**config.mk**
```make
export PLATFORM = sky130hd
export DESIGN_NAME = fp16_div_seq
export DESIGN_NICKNAME = d
export VERILOG_FILES = /design/src/rtl/fp16_div_seq.sv
export SDC_FILE = /design/constraint.sdc
export NUM_CORES = 1
export LEC_CHECK = 0
export ABC_AREA = 1
export CAP_MARGIN = 0
export CORE_ASPECT_RATIO = 0.7
export CORE_MARGIN = 10
export CORE_UTILIZATION = 43
export DETAILED_ROUTE_END_ITERATION = 10
export GPL_TIMING_DRIVEN = 0
export PLACE_DENSITY_LB_ADDON = 0.15
export SETUP_SLACK_MARGIN = 0.1
export SLEW_MARGIN = 30
export SYNTH_ARGS = -nofsm -noshare
export SYNTH_HDL_FRONTEND = slang
export SYNTH_SLANG_ARGS = --single-unit
```
**constraint.sdc**
```tcl
create_clock -name clk -period 3.1 [get_ports clk]
set_input_delay 0.465 -clock clk [delete_from_list [all_inputs] [get_ports clk]]
set_output_delay 0.465 -clock clk [all_outputs]
set_load 0.05 [all_outputs]
```
**src/rtl/fp16_div_seq.sv**
```systemverilog
// Sequential fp16 divider: restoring radix-2 mantissa recurrence, round-to-nearest-even,
// subnormals flushed to zero on input and output, valid/ready handshakes on both sides.
module fp16_div_seq #(
   parameter logic [15:0] QNAN = 16'h7E01
) (
   input  logic        clk,
   input  logic        rst,
   input  logic        in_valid,
   output logic        in_ready,
   input  logic [15:0] a,
   input  logic [15:0] b,
   output logic        out_valid,
   input  logic        out_ready,
   output logic [15:0] result,
   output logic        dz,
   output logic        invalid
);

   typedef enum logic [1:0] {IDLE, DIV, NORM, DONE} state_t;

   state_t             state_reg, state_next;
   logic [11:0]        r_reg, r_next;
   logic [10:0]        d_reg, d_next;
   logic [13:0]        q_reg, q_next;
   logic [3:0]         cnt_reg, cnt_next;
   logic signed [6:0]  e_reg, e_next;
   logic               sign_reg, sign_next;
   logic [15:0]        result_reg, result_next;
   logic               dz_reg, dz_next;
   logic               invalid_reg, invalid_next;

   // Operand classification (exp == 0 counts as zero regardless of mantissa)
   logic [4:0] ea, eb;
   logic [9:0] ma, mb;
   logic       a_nan, a_inf, a_zero, b_nan, b_inf, b_zero, sign_in;

   assign ea      = a[14:10];
   assign eb      = b[14:10];
   assign ma      = a[9:0];
   assign mb      = b[9:0];
   assign a_nan   = (&ea) && (|ma);
   assign a_inf   = (&ea) && !(|ma);
   assign a_zero  = !(|ea);
   assign b_nan   = (&eb) && (|mb);
   assign b_inf   = (&eb) && !(|mb);
   assign b_zero  = !(|eb);
   assign sign_in = a[15] ^ b[15];

   logic        spec_hit, spec_dz, spec_inv;
   logic [15:0] spec_res;

   always_comb begin
      spec_hit = 1'b1;
      spec_res = 16'h0000;
      spec_dz  = 1'b0;
      spec_inv = 1'b0;
      if (a_nan || b_nan || (a_inf && b_inf) || (a_zero && b_zero)) begin
         spec_res = QNAN;
         spec_inv = 1'b1;
      end else if (a_inf) begin
         spec_res = {sign_in, 5'h1F, 10'h000};
      end else if (b_inf) begin
         spec_res = {sign_in, 15'h0000};
      end else if (b_zero) begin
         spec_res = {sign_in, 5'h1F, 10'h000};
         spec_dz  = 1'b1;
      end else if (a_zero) begin
         spec_res = {sign_in, 15'h0000};
      end else begin
         spec_hit = 1'b0;
      end
   end

   // One restoring step; r < 2d holds throughout, so the shifted remainder fits 12 bits
   logic        qbit;
   logic [11:0] r_sub, r_shift;

   assign qbit    = (r_reg >= {1'b0, d_reg});
   assign r_sub   = qbit ? (r_reg - {1'b0, d_reg}) : r_reg;
   assign r_shift = r_sub << 1;

   // Normalise, round to nearest even, then saturate/flush
   logic [9:0]        n_mant;
   logic              n_guard, n_sticky, n_inc;
   logic [10:0]       n_rnd;
   logic signed [8:0] n_exp;
   logic [15:0]       norm_res;

   always_comb begin
      n_sticky = |r_reg;
      if (q_reg[13]) begin
         n_mant   = q_reg[12:3];
         n_guard  = q_reg[2];
         n_sticky = n_sticky | q_reg[1] | q_reg[0];
         n_exp    = {{2{e_reg[6]}}, e_reg} + 9'sd15;
      end else begin
         n_mant   = q_reg[11:2];
         n_guard  = q_reg[1];
         n_sticky = n_sticky | q_reg[0];
         n_exp    = {{2{e_reg[6]}}, e_reg} + 9'sd14;
      end
      n_inc = n_guard && (n_sticky || n_mant[0]);
      n_rnd = {1'b0, n_mant} + {10'b0, n_inc};
      if (n_rnd[10]) begin
         n_exp = n_exp + 9'sd1;
      end
      if (n_exp >= 9'sd31) begin
         norm_res = {sign_reg, 5'h1F, 10'h000};
      end else if (n_exp <= 9'sd0) begin
         norm_res = {sign_reg, 15'h0000};
      end else begin
         norm_res = {sign_reg, n_exp[4:0], n_rnd[9:0]};
      end
   end

   always_comb begin
      state_next   = state_reg;
      r_next       = r_reg;
      d_next       = d_reg;
      q_next       = q_reg;
      cnt_next     = cnt_reg;
      e_next       = e_reg;
      sign_next    = sign_reg;
      result_next  = result_reg;
      dz_next      = dz_reg;
      invalid_next = invalid_reg;
      case (state_reg)
         IDLE: begin
            if (in_valid) begin
               sign_next = sign_in;
               if (spec_hit) begin
                  result_next  = spec_res;
                  dz_next      = spec_dz;
                  invalid_next = spec_inv;
                  state_next   = DONE;
               end else begin
                  r_next     = {2'b01, ma};
                  d_next     = {1'b1, mb};
                  e_next     = {2'b00, ea} - {2'b00, eb};
                  q_next     = 14'h0000;
                  cnt_next   = 4'd13;
                  state_next = DIV;
               end
            end
         end
         DIV: begin
            r_next   = r_shift;
            q_next   = {q_reg[12:0], qbit};
            cnt_next = cnt_reg - 4'd1;
            if (cnt_reg == 4'd0) begin
               state_next = NORM;
            end
         end
         NORM: begin
            result_next  = norm_res;
            dz_next      = 1'b0;
            invalid_next = 1'b0;
            state_next   = DONE;
         end
         DONE: begin
            if (out_ready) begin
               state_next = IDLE;
            end
         end
         default: state_next = IDLE;
      endcase
   end

   always_ff @(posedge clk or posedge rst) begin
      if (rst) begin
         state_reg   <= IDLE;
         r_reg       <= 12'h000;
         d_reg       <= 11'h000;
         q_reg       <= 14'h0000;
         cnt_reg     <= 4'd0;
         e_reg       <= 7'sd0;
         sign_reg    <= 1'b0;
         result_reg  <= 16'h0000;
         dz_reg      <= 1'b0;
         invalid_reg <= 1'b0;
      end else begin
         state_reg   <= state_next;
         r_reg       <= r_next;
         d_reg       <= d_next;
         q_reg       <= q_next;
         cnt_reg     <= cnt_next;
         e_reg       <= e_next;
         sign_reg    <= sign_next;
         result_reg  <= result_next;
         dz_reg      <= dz_next;
         invalid_reg <= invalid_next;
      end
   end

   assign in_ready  = (state_reg == IDLE);
   assign out_valid = (state_reg == DONE);
   assign result    = result_reg;
   assign dz        = dz_reg;
   assign invalid   = invalid_reg;

endmodule

```
# Yosys cells after proc, flatten, opt, wreduce, memory -nomap -nowiden
# Cells that the tools add are included.
totals:
  elab_cells: 110
  ram_bits: 0
  regBits: 68
  memories: 0
  latch_bits: 0
  rom_bits: 0
  output_inout_bits: 20
classes:
  muxes: 46
  n_reduce_logical: 31
  shifts: 0
  n_bitwise: 5
  div: 0
  eq_ne: 8
  n_lt_le_gt_ge: 3
  multipliers: 0
  addsub: 7
op_table:
  columns: ["operator", "n"]
  rows:
  - ["$mux W16", 7]
  - ["$pmux W16 S2", 1]
  - ["$mux W15", 2]
  - ["$mux W14", 2]
  - ["$pmux W14 S2", 1]
  - ["$mux W12", 2]
  - ["$pmux W12 S2", 1]
  - ["$reduce_or A10 Y1", 2]
  - ["$mux W9", 2]
  - ["$mux W1", 16]
  - ["$add A6 B5 Y7 const B", 2]
  - ["$ge A12 B11 Y1", 1]
  - ["$reduce_and A3 Y1", 4]
  - ["$reduce_or A12 Y1", 1]
  - ["$add A10 B1 Y11", 1]
  - ["$mux W11", 1]
  - ["$sub A11 B11 Y11", 1]
  - ["$mux W10", 1]
  - ["$reduce_and A5 Y1", 2]
  - ["$reduce_or A5 Y1", 2]
  - ["$add A9 B2 Y9 const B", 1]
  - ["$ge A9 B6 Y1 const B", 1]
  - ["$le A9 B1 Y1 const B", 1]
  - ["$mux W2", 4]
  - ["other kinds (20)", 41]

# Depth between registers and ports, before layout
# Gate-level depths: netlist (run 1).
depth:
  depth_word: 12
  mapped_depth: 21
  depth_no_buf: 20

# Worst setup path after synthesis (run 1)
# No wires, ideal clock.
synth_path:
  kind: "register -> register"
  from: "reg q_reg[13]"
  to: "reg result_reg[10] (netlist: result[10])"
  arrival_time_ps: 2392
  path_slack_ps: 590
  required_time_ps: 2982
  stages_incl_launch_ff: 21
  setup_time_ps: 118
  synth_period_minus_slack_ps: 2510
  n_path_buf: 3
  cell_sequence: "dfrtp_1 buf_6 buf_12 o21ai_0 nand2_1 inv_1 ha_1 nand3_1 nor2_2 nand2_2 nor2_4 nand3_2 nor2_1 nor2_2 inv_2 nand3_2 nand2_2 buf_6 nand2_1 nand2_1 nand2_1"
synth_between:
  elab_chain_cells: 9
  elab_cells_between_ends: 14
  cone_classes: "add/sub (2); order compare (2); mux (8); reduce/logical (2)"
synth_lines:
  columns: ["element", "line_no", "source"]
  rows:
  - ["start, declared", "24", "logic [13:0] q_reg, q_next;"]
  - ["start signal, assigned", "185", "q_reg <= q_next;"]
  - ["$mux W1 or $mux W10 (tied branches)", "91", "if (q_reg[13]) begin"]
  - ["$logic_or A1 B1 Y1", "102", "n_inc = n_guard && (n_sticky || n_mant[0]);"]
  - ["$logic_and A1 B1 Y1", "102", null]
  - ["$add A10 B1 Y11", "103", "n_rnd = {1'b0, n_mant} + {10'b0, n_inc};"]
  - ["$mux W9 (*)", "104", "if (n_rnd[10]) begin"]
  - ["$le A9 B1 Y1", "109", "end else if (n_exp <= 9'sd0) begin"]
  - ["$mux W15", "109", null]
  - ["$mux W15 (*)", "107", "if (n_exp >= 9'sd31) begin"]
  - ["$pmux W16 S2 (*)", "127", "case (state_reg)"]
  - ["end signal, assigned", "189", "result_reg <= result_next;"]
  - ["end, declared", "28", "logic [15:0] result_reg, result_next;"]
# Mark *: on every way between the ends. The rest lies on a longest branch, timed or not.
# A chain may end at the register's enable or synchronous reset.

# Worst setup path after layout (run 1)
layout_path:
  from: "reg q_reg[13]"
  to: "reg result_reg[7] (netlist: result[7])"
layout_between:
  elab_chain_cells: 9
  elab_cells_between_ends: 14
  cone_classes: "add/sub (2); order compare (2); mux (8); reduce/logical (2)"
layout_lines:
  columns: ["element", "line_no"]
  rows:
  - ["$mux W1 or $mux W10 (tied branches)", "91"]
  - ["$logic_or A1 B1 Y1", "102"]
  - ["$logic_and A1 B1 Y1", "102"]
  - ["$add A10 B1 Y11", "103"]
  - ["$mux W9", "104"]
  - ["$le A9 B1 Y1", "109"]
  - ["$mux W15", "109"]
  - ["$mux W15 (*)", "107"]
  - ["$pmux W16 S2 (*)", "127"]
# Marked as above.

==> impl_metrics.prom, run 1 <==
# TYPE chip_impl_metric gauge
chip_impl_metric{name="die-height",unit="um"} 110.6
chip_impl_metric{name="seq_area_frac_synth",unit="%"} 33.77
chip_impl_metric{name="detail_route.wirelength",unit="mm"} 14.31
chip_impl_metric{name="antenna_found_initial",unit=""} 0
chip_impl_metric{name="cts_max_level",unit=""} 3
chip_impl_metric{name="cellLeakagePower",unit="nW"} 2.927
chip_impl_metric{name="slew_headroom",unit="%"} 62.47
chip_impl_metric{name="reg2reg_setup_slack",unit="ns"} 0.31
chip_impl_metric{name="layoutNonFillerInstCount",unit=""} 954
chip_impl_metric{name="synth.distinct_cells",unit=""} 43
chip_impl_metric{name="number_of_synthesized_flops_with_an_enable_pin",unit=""} 0
chip_impl_metric{name="largest_register_ffs",unit=""} 16
chip_impl_metric{name="yosys.area.top_type_share",unit="%"} 33.77
chip_impl_metric{name="synthToLayoutAreaGrowth",unit="%"} 22.65
chip_impl_metric{name="num_antenna_cells",unit=""} 0
chip_impl_info{name="yosys.cell_count.top_type",value="sky130_fd_sc_hd__nand2_1"} 1
chip_impl_metric{name="number_of_global_route_vias_before_repair",unit=""} 4751
chip_impl_metric{name="crit_fanout",unit=""} 10
chip_impl_metric{name="setup_ws_pre_cts",unit="ns"} -0.006144
chip_impl_metric{name="remaining_drc_errors",unit=""} 0
chip_impl_info{name="synth_flop_type",value="sky130_fd_sc_hd__dfrtp_1"} 1
chip_impl_metric{name="clock_skew",unit="ns"} 0.008275
chip_impl_metric{name="synth.cell_area",unit="sq um"} 5039
chip_impl_metric{name="ys_async_sr_fraction",unit="%"} 100.0
chip_impl_metric{name="metal3_wl",unit="um"} 876
chip_impl_metric{name="design.die.area",unit="sq um"} 16520
chip_impl_metric{name="dieWidth",unit="um"} 149.4
chip_impl_info{name="top_layer",value="met4"} 1
chip_impl_metric{name="setup_violations",unit=""} 0
chip_impl_metric{name="grt-ovfl-total",unit=""} 0
chip_impl_metric{name="required",unit="ns"} 3.36
chip_impl_metric{name="syn_area_per_cell",unit="sq um"} 6.969
chip_impl_metric{name="dp_cells",unit=""} 932
chip_impl_metric{name="drt-vias-per-instance",unit=""} 5.133
chip_impl_metric{name="finish.utilization",unit="%"} 54.93
chip_impl_metric{name="routed_antenna_nets",unit=""} 0
chip_impl_metric{name="hold-worst-slack",unit="ns"} 0.4754
chip_impl_metric{name="rows",unit=""} 32
chip_impl_metric{name="detailedRoute.firstIterationViolations",unit=""} 357
chip_impl_metric{name="cts_max_path_buffers",unit=""} 2
chip_impl_info{name="tritoncts_clock_tree",value="built"} 1
chip_impl_metric{name="numCtsBuffers",unit=""} 9
chip_impl_metric{name="m1WireLength",unit="mm"} 7.312
chip_impl_metric{name="grt_use_total",unit="%"} 17.47
chip_impl_metric{name="finalMaxSlewViolations",unit=""} 0
chip_impl_info{name="critical_path.startpoint_type",value="flop"} 1
chip_impl_metric{name="finalWeightedCongestion",unit=""} 0.9586
chip_impl_metric{name="power.density_cell_area",unit="nW/um^2"} 1016
chip_impl_info{name="synthDominantAreaCellType",value="sky130_fd_sc_hd__dfrtp_1"} 1
chip_impl_info{name="root_buffer",value="sky130_fd_sc_hd__clkbuf_16"} 1
chip_impl_metric{name="period_minus_slack",unit="ns"} 2.789
chip_impl_metric{name="final_area",unit="sq um"} 6180
chip_impl_info{name="endpoint_kind",value="flop"} 1
chip_impl_metric{name="hold_viol",unit=""} 0
chip_impl_metric{name="detailedRoute.firstPassIterationCount",unit=""} 5
chip_impl_info{name="synthTopCellsByCount",value="sky130_fd_sc_hd__nand2_1, sky130_fd_sc_hd__inv_1, sky130_fd_sc_hd__dfrtp_1, sky130_fd_sc_hd__o21ai_0, sky130_fd_sc_hd__nor2_1"} 1
chip_impl_info{name="synthTopCellsByArea",value="sky130_fd_sc_hd__dfrtp_1, sky130_fd_sc_hd__nand2_1, sky130_fd_sc_hd__inv_1"} 1
chip_impl_metric{name="route.vias.total",unit=""} 4897
chip_impl_metric{name="cts.sink_count",unit=""} 68
chip_impl_metric{name="ff_latch_area",unit="sq um"} 1702
chip_impl_metric{name="cts.clk_slew.worst_paths",unit="ns"} 0.06
chip_impl_metric{name="synth-warning-count",unit=""} 0
chip_impl_metric{name="detailed_place.area",unit="sq um"} 5803
chip_impl_metric{name="cp_data_arrival_time",unit="ns"} 3.05
chip_impl_metric{name="multi_input_area",unit="sq um"} 2894
chip_impl_metric{name="syn_inst",unit=""} 723
chip_impl_metric{name="fmax",unit="GHz"} 0.3586
chip_impl_metric{name="placed_wire_length_estimate_after_detailed_placement",unit="mm"} 11.10
chip_impl_metric{name="initial_utilization",unit="%"} 44.78
chip_impl_metric{name="fillCellCount",unit=""} 1088
chip_impl_metric{name="number_of_synthesized_register_bits",unit=""} 68
chip_impl_metric{name="detailroute.wirelength.met2",unit="mm"} 5.973
chip_impl_metric{name="setup_total_negative_slack",unit="ns"} 0
chip_impl_metric{name="max-cap-violations",unit=""} 0
chip_impl_metric{name="timing_worst_slew_pin_value",unit="ns"} 0.5629
chip_impl_metric{name="nets",unit=""} 860
chip_impl_metric{name="cts_hold_buffers",unit=""} 0
chip_impl_metric{name="grt_max_degree",unit=""} 40
chip_impl_metric{name="power.ir.vdd_worst",unit="V"} 0.0004007
chip_impl_metric{name="power",unit="mW"} 6.278
chip_impl_metric{name="clock_latency",unit="ns"} 0.34
chip_impl_metric{name="synth_nets",unit=""} 787
chip_impl_metric{name="worstRegToRegCells",unit=""} 19
chip_impl_info{name="r2r-start",value="q_reg[13]$_DFFE_PP0P_"} 1
chip_impl_info{name="min_delay_worst_type",value="in -> async"} 1
chip_impl_metric{name="coreArea",unit="sq um"} 11250
chip_impl_metric{name="drive_gt1_share",unit="%"} 11.36
chip_impl_metric{name="global_route_wire_length_before_repair",unit="mm"} 24.03
chip_impl_metric{name="timing.final.crit_share",unit="%"} 89.97
chip_impl_info{name="setup_repair_after_global_routing_missed_its_margin",value="no"} 1
chip_impl_metric{name="io_pins",unit=""} 56
chip_impl_metric{name="layout_setup_ws",unit="ns"} 0.3110
chip_impl_metric{name="wl_per_cell",unit="um"} 15.00
chip_impl_info{name="critical_path_class",value="reg -> reg"} 1
chip_impl_metric{name="port-buffer-count",unit=""} 55
chip_impl_info{name="outcome",value="complete, no violations"} 1
chip_impl_info{name="r2r-end",value="result[7]$_DFFE_PP0P_"} 1
==> final cells by class <==
type | count | area share [%]
clock inverters | 6 | 1.053
flip-flops and latches | 68 | 27.54
inverters | 94 | 5.750
plain buffers | 19 | 2.065
repair buffers | 62 | 9.962
multi-input cells | 542 | 46.83
clock buffers | 10 | 3.705
well taps | 153 | 3.098
==> metal layers <==
| metal | vias to the layer above | global-route usage [%] |
|---|---|---|
| li1 | 2460 | - |
| met3 | 15 | 3.583 |
| met5 | - | 0 |
| met1 | 2281 | 26.21 |
| met4 | 0 | 3.699 |
| met2 | 141 | 24.88 |
==> critical path: stages, from the launching register on <==
cell and delay, ns:
sky130_fd_sc_hd__dfrtp_1 0.43, sky130_fd_sc_hd__buf_6 0.17, sky130_fd_sc_hd__buf_12 0.14, sky130_fd_sc_hd__o21ai_2 0.16
sky130_fd_sc_hd__nand2_2 0.10, sky130_fd_sc_hd__inv_2 0.10, sky130_fd_sc_hd__ha_4 0.15, sky130_fd_sc_hd__nand3_1 0.13
sky130_fd_sc_hd__nor2_2 0.12, sky130_fd_sc_hd__nand2_2 0.09, sky130_fd_sc_hd__nor2_4 0.21, sky130_fd_sc_hd__nand2_1 0.07
sky130_fd_sc_hd__nand2_1 0.06, sky130_fd_sc_hd__nand2_1 0.06, sky130_fd_sc_hd__nand3_1 0.08, sky130_fd_sc_hd__nor2_2 0.05
sky130_fd_sc_hd__a21oi_4 0.23, sky130_fd_sc_hd__buf_4 0.19, sky130_fd_sc_hd__nand3_2 0.05, sky130_fd_sc_hd__o21ai_1 0.12
==> worst max path at each step <==
stage,start,endpoint,slack (ns),cells past startpoint
after floorplan,q_reg[13]$_DFFE_PP0P_,result[10]$_DFFE_PP0P_,0.59,20
after global placement,rst,d_reg[5]$_DFFE_PP0P_,-0.31,2
after detailed placement,a[6],cnt_reg[3]$_DFFE_PP0P_,-0.006,14
after CTS,q_reg[13]$_DFFE_PP0P_,result[5]$_DFFE_PP0P_,0.17,18
after global routing,q_reg[13]$_DFFE_PP0P_,result[9]$_DFFE_PP0P_,0.09,19
final,q_reg[13]$_DFFE_PP0P_,result[7]$_DFFE_PP0P_,0.31,19
==> where the power goes <==
group          switching (mW)  leakage (nW)  internal [mW]  total (mW)
logic                    2.54          1.92           1.31        3.85
registers               0.228         0.873           1.18        1.41
clock network           0.401         0.131          0.621        1.02
total                    3.16          2.93           3.11        6.28
==> cell families (layout without fill, tap and decap cells) <==
family | Yosys count | after routing | share of synthesized area [%]
and+or+nand+nor | 395 | 395 | 34.64
DFF | 68 | 68 | 33.77
adders and majority gates | 28 | 28 | 7.251
buffers and inverters | 113 | 191 | 9.486
AOI/OAI and AO/OA | 104 | 104 | 11.87
xor gates and xnor gates | 15 | 15 | 2.980
==> cells in the final DEF (no fill, tap or decap), types with 2 or more instances in the layout <==
master                            count
sky130_fd_sc_hd__a21oi_1             18
sky130_fd_sc_hd__o21ai_1              7
sky130_fd_sc_hd__or2_2                5
sky130_fd_sc_hd__clkinvlp_4           4
sky130_fd_sc_hd__nor3_1              10
sky130_fd_sc_hd__clkbuf_16            9
sky130_fd_sc_hd__nor2_2               6
sky130_fd_sc_hd__clkdlybuf4s50_1     55
sky130_fd_sc_hd__xor2_1               9
sky130_fd_sc_hd__buf_6                4
sky130_fd_sc_hd__buf_12               2
sky130_fd_sc_hd__a31oi_1              2
sky130_fd_sc_hd__o21ai_0             56
sky130_fd_sc_hd__nand3_2             13
sky130_fd_sc_hd__ha_1                25
sky130_fd_sc_hd__o21ai_2              3
sky130_fd_sc_hd__nand2_2             11
sky130_fd_sc_hd__nand2_1            244
sky130_fd_sc_hd__nor2_1              53
sky130_fd_sc_hd__fa_1                 2
sky130_fd_sc_hd__inv_1               87
sky130_fd_sc_hd__nor4_1               2
sky130_fd_sc_hd__inv_2                5
sky130_fd_sc_hd__a21oi_4              2
sky130_fd_sc_hd__nand4_1             17
sky130_fd_sc_hd__buf_2                6
sky130_fd_sc_hd__clkbuf_1             7
sky130_fd_sc_hd__o21bai_1             5
sky130_fd_sc_hd__nor2_4               3
sky130_fd_sc_hd__o211ai_1             2
sky130_fd_sc_hd__dfrtp_1             68
sky130_fd_sc_hd__nand3_1             28
sky130_fd_sc_hd__buf_4                6
sky130_fd_sc_hd__clkbuf_2             2
sky130_fd_sc_hd__o211ai_2             2
sky130_fd_sc_hd__xnor2_1              5
==> timing repair <==
item,4_1_cts,5_1_grt
resized for setup,0,14
buffers inserted,0,5
endpoints found under the setup margin,0,39
(Power assumes the default switching activity.)
==> run 2, diff against run 1 <==
CORE_UTILIZATION = 58   (was 43)
==> run 2 against run 1 <==
Sequential cell count unchanged; clock skew decreased by 0.0026 ns; sequential share of layout area decreased by 0.18 points; critical path depth increased by 1; die area decreased by 22%; critical endpoint is now result[3]$_DFFE_PP0P_; largest cell class unchanged.
==> impl_metrics.prom, run 2 (same netlist as run 1, synthesis figures left out) <==
# TYPE chip_impl_metric gauge
chip_impl_info{name="outcome",value="complete, no violations"} 1
chip_impl_metric{name="cp_data_arrival_time",unit="ns"} 3.12
chip_impl_metric{name="setup_violations",unit=""} 0
chip_impl_metric{name="power.ir.vdd_worst",unit="V"} 0.0006787
chip_impl_info{name="endpoint_kind",value="flop"} 1
chip_impl_metric{name="design.die.area",unit="sq um"} 12870
chip_impl_metric{name="wl_per_cell",unit="um"} 15.78
chip_impl_metric{name="timing_worst_slew_pin_value",unit="ns"} 0.7108
chip_impl_metric{name="clock_skew",unit="ns"} 0.005680
chip_impl_metric{name="dieWidth",unit="um"} 131.4
chip_impl_metric{name="remaining_drc_errors",unit=""} 0
chip_impl_info{name="min_delay_worst_type",value="in -> async"} 1
chip_impl_metric{name="finalMaxSlewViolations",unit=""} 0
chip_impl_metric{name="antenna_found_initial",unit=""} 0
chip_impl_metric{name="period_minus_slack",unit="ns"} 2.855
chip_impl_metric{name="coreArea",unit="sq um"} 8443
chip_impl_metric{name="crit_fanout",unit=""} 10
chip_impl_metric{name="numCtsBuffers",unit=""} 9
chip_impl_metric{name="setup_total_negative_slack",unit="ns"} 0
chip_impl_metric{name="clock_latency",unit="ns"} 0.34
chip_impl_metric{name="drt-vias-per-instance",unit=""} 5.456
chip_impl_metric{name="nets",unit=""} 860
chip_impl_info{name="critical_path_class",value="reg -> reg"} 1
chip_impl_metric{name="placed_wire_length_estimate_after_detailed_placement",unit="mm"} 10.98
chip_impl_metric{name="number_of_global_route_vias_before_repair",unit=""} 4668
chip_impl_metric{name="hold_viol",unit=""} 0
chip_impl_metric{name="rows",unit=""} 28
chip_impl_metric{name="global_route_wire_length_before_repair",unit="mm"} 23.59
chip_impl_info{name="mostFrequentLayoutCell",value="sky130_fd_sc_hd__nand2_1"} 1
chip_impl_metric{name="initial_utilization",unit="%"} 59.68
chip_impl_metric{name="cts.sink_count",unit=""} 68
chip_impl_metric{name="cellLeakagePower",unit="nW"} 2.972
chip_impl_metric{name="detailedRoute.firstPassIterationCount",unit=""} 5
chip_impl_metric{name="cts.clk_slew.worst_paths",unit="ns"} 0.06
chip_impl_metric{name="layoutNonFillerInstCount",unit=""} 921
chip_impl_metric{name="io_pins",unit=""} 56
chip_impl_metric{name="finalWeightedCongestion",unit=""} 0.9804
chip_impl_metric{name="cts_max_path_buffers",unit=""} 2
chip_impl_metric{name="dp_cells",unit=""} 899
chip_impl_metric{name="fmax",unit="GHz"} 0.3502
chip_impl_metric{name="grt_max_degree",unit=""} 45
chip_impl_info{name="critical_path.startpoint_type",value="flop"} 1
chip_impl_info{name="root_buffer",value="sky130_fd_sc_hd__clkbuf_16"} 1
chip_impl_metric{name="m1WireLength",unit="mm"} 6.755
chip_impl_info{name="tritoncts_clock_tree",value="built"} 1
chip_impl_metric{name="metal3_wl",unit="mm"} 1.277
chip_impl_metric{name="die-height",unit="um"} 97.98
chip_impl_metric{name="cts_max_level",unit=""} 3
chip_impl_metric{name="power.density_cell_area",unit="nW/um^2"} 1054
chip_impl_metric{name="routed_antenna_nets",unit=""} 0
chip_impl_metric{name="drive_gt1_share",unit="%"} 11.61
chip_impl_info{name="top_layer",value="met4"} 1
chip_impl_metric{name="max-cap-violations",unit=""} 0
chip_impl_metric{name="detail_route.wirelength",unit="mm"} 14.53
chip_impl_info{name="most-common-layout-cells",value="sky130_fd_sc_hd__nand2_1, sky130_fd_sc_hd__inv_1, sky130_fd_sc_hd__dfrtp_1"} 1
chip_impl_metric{name="port-buffer-count",unit=""} 55
chip_impl_metric{name="route.vias.total",unit=""} 5025
chip_impl_metric{name="num_antenna_cells",unit=""} 0
chip_impl_metric{name="synthToLayoutAreaGrowth",unit="%"} 23.47
chip_impl_metric{name="timing.final.crit_share",unit="%"} 92.10
chip_impl_metric{name="largest_register_ffs",unit=""} 16
chip_impl_metric{name="cts_hold_buffers",unit=""} 0
chip_impl_metric{name="grt-ovfl-total",unit=""} 0
chip_impl_metric{name="slew_headroom",unit="%"} 52.61
chip_impl_metric{name="detailroute.wirelength.met2",unit="mm"} 6.252
chip_impl_metric{name="detailedRoute.firstIterationViolations",unit=""} 550
chip_impl_metric{name="required",unit="ns"} 3.37
chip_impl_metric{name="grt_use_total",unit="%"} 21.92
chip_impl_info{name="setup_repair_after_global_routing_missed_its_margin",value="no"} 1
[run 2: cell count changes in the layout (fill, tap and decap cells not counted), sizes merged]
cell      previous run  this run
clkinvlp             4         2
clkinv               2         1
bufinv               1         4
[run 2: metal layers]
| metal | global-route usage, % | vias to the layer above |
|---|---|---|
| met4 | 4.604 | 0 |
| met1 | 31.55 | 2309 |
| met5 | 0 | - |
| met2 | 32.44 | 222 |
| met3 | 5.374 | 32 |
| li1 | - | 2462 |
[run 2: power by group]
group,leakage [nW],switching [mW],internal [mW]
Combinational,1.92,2.53,1.30
Sequential,0.873,0.247,1.18
Clock,0.175,0.412,0.889
[run 2: final cells by class]
type / count / area, sq um
multi-input cells: 542 / 2889
well taps: 120 / 150.1
flip-flops and latches: 68 / 1702
clock inverters: 6 / 135.1
fillers: 687 / 2222
inverters: 94 / 355.3
plain buffers: 19 / 127.6
repair buffers: 62 / 623.1
clock buffers: 10 / 239.0
[run 2: through the flow]
| stage | util (%) | area (sq um) | setup WS [ns] | total power, mW | hold WS [ns] |
|---|---|---|---|---|---|
| floorplan | - | 5039 | 0.5900 | 4.150 | 0.4257 |
| global placement | 67.98 | 5739 | -0.2335 | 5.004 | 0.4375 |
| detailed placement | 68.33 | 5769 | -0.008991 | 5.123 | 0.4457 |
| CTS | 72.79 | 6146 | 0.1181 | 6.462 | 0.4591 |
| global route | 73.68 | 6221 | 0.09813 | 7.068 | 0.4788 |
| finish | 73.68 | 6221 | 0.2448 | 6.556 | 0.4464 |
[run 2: final timing paths]
kind | start | end | slack, ns | cells past startpoint
worst max-delay path | q_reg[13]$_DFFE_PP0P_ | result[3]$_DFFE_PP0P_ | 0.24 | 20
worst min-delay path | rst | r_reg[6]$_DFFE_PP0P_ | 0.45 | 2
worst max register to register | q_reg[13]$_DFFE_PP0P_ | result[3]$_DFFE_PP0P_ | 0.24 | 20
worst min register to register | d_reg[10]$_DFFE_PP0P_ | d_reg[10]$_DFFE_PP0P_ | 0.45 | 2
max in group asynchronous | rst | d_reg[4]$_DFFE_PP0P_ | 2.12 | 3
min in group clk | d_reg[10]$_DFFE_PP0P_ | d_reg[10]$_DFFE_PP0P_ | 0.45 | 2
[run 2: critical path, stage by stage, from the launching register on]
cell and delay (ns):
sky130_fd_sc_hd__dfrtp_1 0.43, sky130_fd_sc_hd__buf_6 0.16, sky130_fd_sc_hd__buf_12 0.14, sky130_fd_sc_hd__nand2_1 0.09
sky130_fd_sc_hd__o21ai_2 0.08, sky130_fd_sc_hd__nand2_1 0.12, sky130_fd_sc_hd__inv_2 0.11, sky130_fd_sc_hd__ha_4 0.17
sky130_fd_sc_hd__nand3_2 0.11, sky130_fd_sc_hd__nor2_2 0.12, sky130_fd_sc_hd__nand2_2 0.09, sky130_fd_sc_hd__nor2_4 0.20
sky130_fd_sc_hd__nand2_1 0.07, sky130_fd_sc_hd__nand2_1 0.06, sky130_fd_sc_hd__nand2_1 0.06, sky130_fd_sc_hd__nand3_1 0.07
sky130_fd_sc_hd__nor2_1 0.07, sky130_fd_sc_hd__a21oi_4 0.25, sky130_fd_sc_hd__buf_6 0.17, sky130_fd_sc_hd__nand3_2 0.08
sky130_fd_sc_hd__o21ai_2 0.14
[run 2: what timing repair did]
item | in CTS | in global routing
gates cloned | 0 | 1
gates resized for setup | 2 | 14
pin swaps | 1 | 2
setup endpoints to repair | 8 | 24
setup buffers | 0 | 5
==> run 3, diff against run 2 <==
SETUP_SLACK_MARGIN = 0.5   (was 0.1)
SKIP_CTS_REPAIR_TIMING = 1   (was default)
==> run 3 against run 2 <==
Maximum frequency grew 1.4%; utilization increased by 3.3 points; wire length up 4.9%; register-to-register slack improved by 0.04 ns; via count grew 3.9%; final cell count grew 1.6%; total power is 5.1% higher; clock power about the same; critical path type unchanged; largest cell class unchanged; highest routed layer unchanged.
==> impl_metrics.prom, run 3 (same netlist as run 1, synthesis figures left out) <==
# TYPE chip_impl_metric gauge
chip_impl_info{name="outcome",value="complete, no violations"} 1
chip_impl_metric{name="drt-vias-per-instance",unit=""} 5.578
chip_impl_metric{name="setup_total_negative_slack",unit="ns"} 0
chip_impl_metric{name="rows",unit=""} 28
chip_impl_metric{name="max-cap-violations",unit=""} 0
chip_impl_info{name="mostFrequentLayoutCell",value="sky130_fd_sc_hd__nand2_1"} 1
chip_impl_metric{name="drive_gt1_share",unit="%"} 15.32
chip_impl_metric{name="period_minus_slack",unit="ns"} 2.817
chip_impl_metric{name="wl_per_cell",unit="um"} 16.29
chip_impl_metric{name="synthToLayoutAreaGrowth",unit="%"} 29.00
chip_impl_metric{name="cts.clk_slew.worst_paths",unit="ns"} 0.06
chip_impl_info{name="critical_path.startpoint_type",value="flop"} 1
chip_impl_metric{name="num_antenna_cells",unit=""} 0
chip_impl_metric{name="power",unit="mW"} 6.887
chip_impl_metric{name="nets",unit=""} 875
chip_impl_metric{name="hold_viol",unit=""} 0
chip_impl_metric{name="power.ir.vdd_worst",unit="V"} 0.0008094
chip_impl_metric{name="detail_route.wirelength",unit="mm"} 15.25
chip_impl_metric{name="placed_wire_length_estimate_after_detailed_placement",unit="mm"} 10.98
chip_impl_metric{name="routed_antenna_nets",unit=""} 0
chip_impl_metric{name="cts.sink_count",unit=""} 68
chip_impl_metric{name="timing_worst_slew_pin_value",unit="ns"} 0.6354
chip_impl_metric{name="coreArea",unit="sq um"} 8443
chip_impl_metric{name="clock_latency",unit="ns"} 0.34
chip_impl_metric{name="die-height",unit="um"} 97.98
chip_impl_metric{name="detailedRoute.firstPassIterationCount",unit=""} 7
chip_impl_metric{name="detailed_place.area",unit="sq um"} 5769
chip_impl_metric{name="slew_headroom",unit="%"} 57.19
chip_impl_metric{name="clock_skew",unit="ns"} 0.006451
chip_impl_metric{name="remaining_drc_errors",unit=""} 0
chip_impl_metric{name="grt-ovfl-total",unit=""} 0
chip_impl_metric{name="finalMaxSlewViolations",unit=""} 0
chip_impl_metric{name="global_route_wire_length_before_repair",unit="mm"} 23.60
chip_impl_info{name="endpoint_kind",value="flop"} 1
chip_impl_info{name="root_buffer",value="sky130_fd_sc_hd__clkbuf_16"} 1
chip_impl_metric{name="setup_ws_pre_cts",unit="ns"} -0.008991
chip_impl_metric{name="port-buffer-count",unit=""} 55
chip_impl_metric{name="dieWidth",unit="um"} 131.4
chip_impl_metric{name="power.density_cell_area",unit="nW/um^2"} 1060
chip_impl_metric{name="crit_fanout",unit=""} 6
chip_impl_metric{name="grt_use_total",unit="%"} 21.92
chip_impl_info{name="min_delay_worst_type",value="in -> async"} 1
chip_impl_metric{name="layout_setup_ws",unit="ns"} 0.2829
chip_impl_metric{name="route.vias.total",unit=""} 5221
chip_impl_metric{name="io_pins",unit=""} 56
chip_impl_metric{name="number_of_global_route_vias_before_repair",unit=""} 4670
chip_impl_metric{name="finish.utilization",unit="%"} 76.99
chip_impl_metric{name="cellLeakagePower",unit="nW"} 3.086
chip_impl_info{name="critical_path_class",value="reg -> reg"} 1
chip_impl_metric{name="grt_max_degree",unit=""} 45
chip_impl_metric{name="detailedRoute.firstIterationViolations",unit=""} 584
chip_impl_metric{name="antenna_found_initial",unit=""} 0
chip_impl_metric{name="finalWeightedCongestion",unit=""} 0.9804
chip_impl_metric{name="required",unit="ns"} 3.33
chip_impl_info{name="setup_repair_after_global_routing_missed_its_margin",value="yes"} 1
chip_impl_metric{name="initial_utilization",unit="%"} 59.68
chip_impl_info{name="tritoncts_clock_tree",value="built"} 1
chip_impl_metric{name="timing.final.crit_share",unit="%"} 90.88
chip_impl_metric{name="setup_violations",unit=""} 0
chip_impl_metric{name="fmax",unit="GHz"} 0.3550
chip_impl_metric{name="final_area",unit="sq um"} 6500
chip_impl_metric{name="cp_data_arrival_time",unit="ns"} 3.05
chip_impl_info{name="most-common-layout-cells",value="sky130_fd_sc_hd__nand2_1, sky130_fd_sc_hd__inv_1, sky130_fd_sc_hd__dfrtp_1"} 1
chip_impl_metric{name="cts_max_path_buffers",unit=""} 2
chip_impl_metric{name="numCtsBuffers",unit=""} 9
chip_impl_metric{name="largest_register_ffs",unit=""} 16
chip_impl_metric{name="cts_max_level",unit=""} 3
chip_impl_metric{name="design.die.area",unit="sq um"} 12870
[run 3: cell types whose count changed in the layout (fill, tap and decap cells not counted), moves of 3 or more]
cell,before,now
sky130_fd_sc_hd__buf_4,6,23
sky130_fd_sc_hd__nor2_1,53,49
sky130_fd_sc_hd__nor3_1,10,7
sky130_fd_sc_hd__clkbuf_4,0,5
sky130_fd_sc_hd__nor2_4,3,7
sky130_fd_sc_hd__nand3_2,14,11
sky130_fd_sc_hd__nand3_4,0,4
sky130_fd_sc_hd__nand2_4,1,4
sky130_fd_sc_hd__buf_2,6,1
sky130_fd_sc_hd__nor3_2,0,3
sky130_fd_sc_hd__nand2_1,244,241
[run 3: layer usage]
metal	vias to the layer above	wire (um)	track usage, %
li1	2497	-	-
met1	2420	6959	31.55
met2	265	6688	32.44
met3	39	1334	5.374
met4	0	267	4.604
met5	-	0	0
[run 3: critical path, stage by stage, from the launching register on]
cell and delay [ns]:
sky130_fd_sc_hd__dfrtp_2 0.46, sky130_fd_sc_hd__buf_6 0.16, sky130_fd_sc_hd__buf_12 0.13, sky130_fd_sc_hd__o21ai_4 0.15
sky130_fd_sc_hd__nand2_2 0.10, sky130_fd_sc_hd__inv_2 0.09, sky130_fd_sc_hd__ha_4 0.17, sky130_fd_sc_hd__nand3_4 0.09
sky130_fd_sc_hd__nor2_4 0.12, sky130_fd_sc_hd__nand2_2 0.09, sky130_fd_sc_hd__nor2_4 0.23, sky130_fd_sc_hd__nand2_1 0.09
sky130_fd_sc_hd__o21ai_0 0.12, sky130_fd_sc_hd__nand3_2 0.10, sky130_fd_sc_hd__nor2_2 0.14, sky130_fd_sc_hd__a21oi_4 0.11
sky130_fd_sc_hd__buf_4 0.15, sky130_fd_sc_hd__nand2_1 0.05, sky130_fd_sc_hd__nand2_1 0.05, sky130_fd_sc_hd__nand2_1 0.05
sky130_fd_sc_hd__nand2_1 0.05
[run 3: layout make-up]
cell class,count,area [sq um]
multi-input cells,542,3032
clock buffers,10,239.0
repair buffers,77,735.7
fillers,620,1943
flip-flops and latches,68,1704
plain buffers,19,146.4
inverters,94,357.8
well taps,120,150.1
clock inverters,6,135.1
[run 3: path summary, 6_finish.rpt]
path                                       start                      to  slack, ns  cells past startpoint
max in group asynchronous                    rst    e_reg[0]$_DFFE_PP0P_       2.10                      3
min                                          rst  cnt_reg[1]$_DFFE_PP0P_       0.45                      2
min in group clk           d_reg[10]$_DFFE_PP0P_   d_reg[10]$_DFFE_PP0P_       0.45                      2
min reg2reg                d_reg[10]$_DFFE_PP0P_   d_reg[10]$_DFFE_PP0P_       0.45                      2
max                        q_reg[13]$_DFFE_PP0P_  result[11]$_DFFE_PP0P_       0.28                     20
max reg2reg                q_reg[13]$_DFFE_PP0P_  result[11]$_DFFE_PP0P_       0.28                     20
[run 3: metrics by stage]
step	hold WS [ns]	instances
after floorplan	0.4257	723
after global placement	0.4375	898
after detailed placement	0.4457	899
after CTS	0.4591	915
after global routing	0.4788	936
final	0.4480	936
[run 3: power by group]
part	switching, mW	leakage [nW]	internal [mW]
Combinational	2.68	2.04	1.47
Clock	0.412	0.175	0.889
Sequential	0.253	0.870	1.18
Total	3.35	3.09	3.54
==> RTL edit 1 (settings of run 2) <==
Take the reset off `result_reg` and load it in a clocked block of its own.
--- a/src/rtl/fp16_div_seq.sv
+++ b/src/rtl/fp16_div_seq.sv
@@ -177,3 +177,2 @@
          sign_reg    <= 1'b0;
-         result_reg  <= 16'h0000;
          dz_reg      <= 1'b0;
@@ -188,3 +187,2 @@
          sign_reg    <= sign_next;
-         result_reg  <= result_next;
          dz_reg      <= dz_next;
@@ -192,2 +190,6 @@
       end
+   end
+
+   always_ff @(posedge clk) begin
+      result_reg <= result_next;
    end
Behaviour: not the same (a bounded check fails within 4 cycles, from zero or initial values and one cycle with rst high).
==> RTL edit 1 against run 2 <==
  * Largest cell class unchanged
  * Fmax is 1.3% higher
  * Highest routed layer unchanged
  * Total power down 0.61%
  * Sequential cell count unchanged
  * Worst setup slack better by 37 ps
  * Combinational power is essentially flat
  * Cell count shrank 6.8%
  * Non-clock buffer count fell by 5
  * Cell area decreased by 3.8%
  * Synthesized area is 2.8% lower
  * Wire length fell by 1.6%
==> RTL edit 1: results (changes against run 2) <==
* Proportion of synthesized chip area in sequential cells at 0.364 (+0.0260)
* Starting DRC count in detailed routing at 583 (+6.0%)
* Routed wirelength normalized by instance count at 16.7 um (+5.6%)
* Number of global-route vias before repair at 4871 (+4.3%)
* Final Routed Wirelength at 14300 um (-1.6%)
* First-pass GRT wire length at 23700 um (+0.56%)
* Met2 Resource Use GR at 0.347 (+0.0228)
* R2r endpoint: result[13]
* Met3 track utilization from global routing at 0.0582 (+0.00448)
* DP HPWL at 10700 um (-2.7%)
* Maximum vdd ir drop at 0.000752 V (+11%)
* Layout Nets at 816 (-5.1%)
* Crit path largest cell delay at 380 ps (-50 ps)
* Routing usage on met1 at 0.307 (-0.00870)
* Final worst clock skew at 9.69 ps (+4.01 ps)
* Xor/xnor share of the synthesized area at 0.0284 (-0.00145)
* Maximum number of pins on one net before global-route repair at 53 (+18%)
* Compound-Gate Fraction of Synth Area at 0.110 (-0.00912)
* Status: completed
* Number of filler cells placed in the layout at 592 (-14%)
* Cell count after placement at 840 (-6.6%)
* Worst rel slew slack at 0.519 (-0.00666)
* Post-route met1 wirelength at 6180 um (-8.6%)
* Syn Nets at 748 (-5.0%)
* Worst min-delay path category: flip-flop to flip-flop
* Most numerous cell types in the synthesized netlist: sky130_fd_sc_hd__nand2_1 (207), sky130_fd_sc_hd__inv_1 (83), sky130_fd_sc_hd__nand3_1 (62)
* Cell leakage power at 2.85 nW (-4.1%)
* Global router's overall resource usage at 0.228 (+0.00923)
* Met2 Routed Length at 6520 um (+4.3%)
* Number of synthesized flops with an enable pin at 16 (+16)
* Data arrival time at the worst-slack endpoint at 2870 ps (-250 ps)
* Register-to-register setup slack at 280 ps (+40 ps)
* Synthesized netlist cell count at 684 (-5.4%)
[RTL edit 1: changes by cell type in the layout (fill, tap and decap cells not counted), moves of 6 or more]
cell	before	now
sky130_fd_sc_hd__dfrtp_1	68	52
sky130_fd_sc_hd__clkbuf_1	6	12
sky130_fd_sc_hd__nand2_1	244	205
sky130_fd_sc_hd__nand3_2	14	3
sky130_fd_sc_hd__edfxtp_1	0	16
sky130_fd_sc_hd__nand3_1	27	62
sky130_fd_sc_hd__nand4_1	17	8
sky130_fd_sc_hd__nor2_1	53	43
sky130_fd_sc_hd__inv_1	87	81
sky130_fd_sc_hd__a21oi_1	18	25
[RTL edit 1: report_power, final]
part / total, mW / internal, mW / leakage (nW) / switching (mW)
Sequential: 1.58 / 1.32 / 0.814 / 0.262
Clock: 1.12 / 0.731 / 0.167 / 0.387
Combinational: 3.82 / 1.23 / 1.87 / 2.59
[RTL edit 1: cell type report]
cell class,instances,area (um^2),area share
Multi-Input combinational cell,509,2720,0.454
Sequential cell,68,1780,0.298
Inverter,88,333,0.0556
Tap cell,101,126,0.0211
Timing Repair Buffer,57,578,0.0966
Clock buffer,15,332,0.0554
Clock inverter,1,5.00,0.000836
Buffer,19,113,0.0188
[RTL edit 1: per-stage QoR]
stage	area [um^2]	hold WS [ps]	setup slack (ps)	utilization	power [mW]
2_1_floorplan	4900	426	583	-	4.21
3_3_place_gp	5580	445	154	0.693	5.09
3_5_place_dp	5580	451	39.8	0.694	5.24
4_1_cts	5940	463	118	0.738	6.43
5_1_grt	5990	502	114	0.744	7.01
6_report	5990	468	282	0.744	6.52
[RTL edit 1: timing repair]
item	in CTS	in global routing
pin swaps	1	2
hold endpoints to repair	0	0
setup buffers	1	1
resized for setup	2	13
setup endpoints to repair	14	15
==> RTL edit 2 (flow settings as in run 2) <==
Made on the original files. The parameter `QNAN` goes from 16'h7E01 to 16'h5E80.
--- a/src/rtl/fp16_div_seq.sv
+++ b/src/rtl/fp16_div_seq.sv
@@ -3,3 +3,3 @@
 module fp16_div_seq #(
-   parameter logic [15:0] QNAN = 16'h7E01
+   parameter logic [15:0] QNAN = 16'h5E80
 ) (
Formal check against the unedited RTL: not equivalent (a bounded check fails within 4 cycles, from zero or initial values and one cycle with rst high).
==> RTL edit 2 against run 2 <==
  * Cell area shrank 5.1%
  * First-iteration DRC count shrank 38%
  * Synthesized area shrank 3.4%
  * Wire length shrank 14%
  * Clock skew grew 3.0 ps
  * Critical path type unchanged
  * Worst setup slack gained 55 ps
  * Global-route usage shrank 1.2 points
  * Total power shrank 11%
  * Sequential share of layout area grew 1.5 points
  * Sequential cell count is the same
  * Cell count shrank 8.3%
==> RTL edit 2: results (changes against run 2) <==
* Global router's overall resource usage at 0.207 (-0.0122)
* First-pass GRT wire length at 21500 um (-9.0%)
* Dpl ws at -114 ps (-105 ps)
* Cell leakage power at 2.78 nW (-6.4%)
* Worst hold-check slack at 473 ps (+26.7 ps)
* Clock tree buffer depth at 2 (unchanged)
* Post-route fraction of the period consumed by the critical path at 0.903 (-0.0177)
* Number of input and output port buffers inserted at 55 (unchanged)
* Main area contributors after synthesis: sky130_fd_sc_hd__dfrtp_1 (35%), sky130_fd_sc_hd__nand2_1 (15%), sky130_fd_sc_hd__ha_1 (6.7%), sky130_fd_sc_hd__inv_1 (6.6%), sky130_fd_sc_hd__o21ai_0 (6.1%)
* Share of final-layout standard cells stronger than drive strength 1 at 0.106 (-0.00992)
* Count of cell types in the netlist at 44 (+2.3%)
* Tot Pwr at 5.86 mW (-11%)
* Final worst clock skew at 8.66 ps (+2.98 ps)
* Layout Nets at 804 (-6.5%)
* Worst rel slew slack at 0.642 (+0.116)
* Placed instance area at 5570 um^2 (-3.5%)
* Crit path largest cell delay at 450 ps (+20 ps)
* Most numerous cell types in the synthesized netlist: sky130_fd_sc_hd__nand2_1 (199), sky130_fd_sc_hd__inv_1 (86), sky130_fd_sc_hd__dfrtp_1 (68)
* Diodes inserted at 0 (unchanged)
* Number of filler cells placed in the layout at 633 (-7.9%)
* Register-to-register setup slack at 300 ps (+50 ps)
* Adder-Cell Fraction of Synth Area at 0.0751 (+0.00257)
* Maximum number of pins on one net before global-route repair at 39 (-13%)
* Starting DRC count in detailed routing at 342 (-38%)
* Proportion of synthesized chip area in sequential cells at 0.350 (+0.0120)
* Slowest cell on the critical path: sky130_fd_sc_hd__dfrtp_2
* Portion of total power attributed to sequential cells at 0.239 (+0.021)
* Switching part of the total at 0.489 (+0.00250)
* Worst min-delay path category: flip-flop to flip-flop
* Xor/xnor share of the synthesized area at 0.0375 (+0.00774)
* Largest register FFs at 16 (unchanged)
* Cell class contributing the biggest share of worst-path delay: simple AND/OR/NAND/NOR gates
* Data arrival time at the worst-slack endpoint at 3020 ps (-100 ps)
* Compound-Gate Fraction of Synth Area at 0.150 (+0.0315)
* Number of global-route vias before repair at 4477 (-4.1%)
* DP HPWL at 9690 um (-12%)
* Status: completed
* Syn Nets at 731 (-7.1%)
* Via count at 4664 (-7.2%)
* Final Routed Wirelength at 12600 um (-14%)
* Maximum vdd ir drop at 0.000796 V (+17%)
* Global placer's final weighted congestion at 0.945 (-3.6%)
* Multiplexer area fraction after synthesis at 0 (unchanged)
* Power drawn by the combinational cells at 3.51 mW (-8.4%)
==> RTL edit 2: cell types whose count changed after synthesis, moves of 4 or more <==
cell	before	now
sky130_fd_sc_hd__nand3_2	13	4
sky130_fd_sc_hd__nor2_1	54	40
sky130_fd_sc_hd__o211ai_1	2	9
sky130_fd_sc_hd__o21ai_2	2	11
sky130_fd_sc_hd__xor2_1	9	13
sky130_fd_sc_hd__nand2_1	245	199
sky130_fd_sc_hd__nand4_1	17	6
==> RTL edit 2: path summary, 6_finish.rpt <==
check,start,to,depth (start not counted)
min in group asynchronous,rst,r_reg[3],2
max in group asynchronous,rst,r_reg[2],3
hold / removal,d_reg[10],d_reg[10],2
hold reg to reg,d_reg[10],d_reg[10],2
setup reg to reg,q_reg[13],result[13],18
setup / recovery,q_reg[13],result[13],18
==> RTL edit 2: what timing repair did <==
item / CTS / global route
endpoints found under the setup margin: 0 / 24
setup buffers: 0 / 6
gates resized for setup: 0 / 7
hold buffers: 0 / 0
==> RTL edit 2: metal layers <==
metal  vias up  global-route usage  wire [um]  part of all wire
met2       181               0.302       5390              0.43
met4         0              0.0531        189             0.015
met5         -                   0          0                 0
li1       2300                   -          -                 -
met3        27              0.0544       1020             0.081
met1      2156               0.294       5960              0.47
==> RTL edit 2: worst reg2reg max path, stage by stage, from the launching register on <==
cell and delay [ps]:
sky130_fd_sc_hd__dfrtp_2 450, sky130_fd_sc_hd__buf_6 160, sky130_fd_sc_hd__buf_6 150, sky130_fd_sc_hd__o21ai_2 150, sky130_fd_sc_hd__inv_1 60, sky130_fd_sc_hd__nor2_2 210
sky130_fd_sc_hd__ha_4 220, sky130_fd_sc_hd__nand3_4 100, sky130_fd_sc_hd__nor2_4 190, sky130_fd_sc_hd__nand3_2 110, sky130_fd_sc_hd__nor2_2 120, sky130_fd_sc_hd__nand4_1 100
sky130_fd_sc_hd__nand2_2 150, sky130_fd_sc_hd__nand3_2 110, sky130_fd_sc_hd__and2_4 170, sky130_fd_sc_hd__nand2_1 50, sky130_fd_sc_hd__nand2_1 40, sky130_fd_sc_hd__nand2_1 90
sky130_fd_sc_hd__nand2_1 60
==> RTL edit 2: cell type report <==
type / instances / area (um^2) / share of cell area
buffer: 18 / 96.3 / 0.0163
clock buffer: 13 / 260 / 0.0441
inverter: 90 / 344 / 0.0583
multi-input combinational: 491 / 2750 / 0.466
timing repair buffer: 62 / 616 / 0.104
tap: 101 / 126 / 0.0214
clock inverter: 2 / 10.0 / 0.00169
sequential: 68 / 1700 / 0.288
==> RTL edit 2: metrics by stage <==
stage	utilization	cells
CTS	0.729	839
finish	0.738	845
detailed placement	0.695	824
floorplan	-	667
global route	0.738	845
global placement	0.692	823
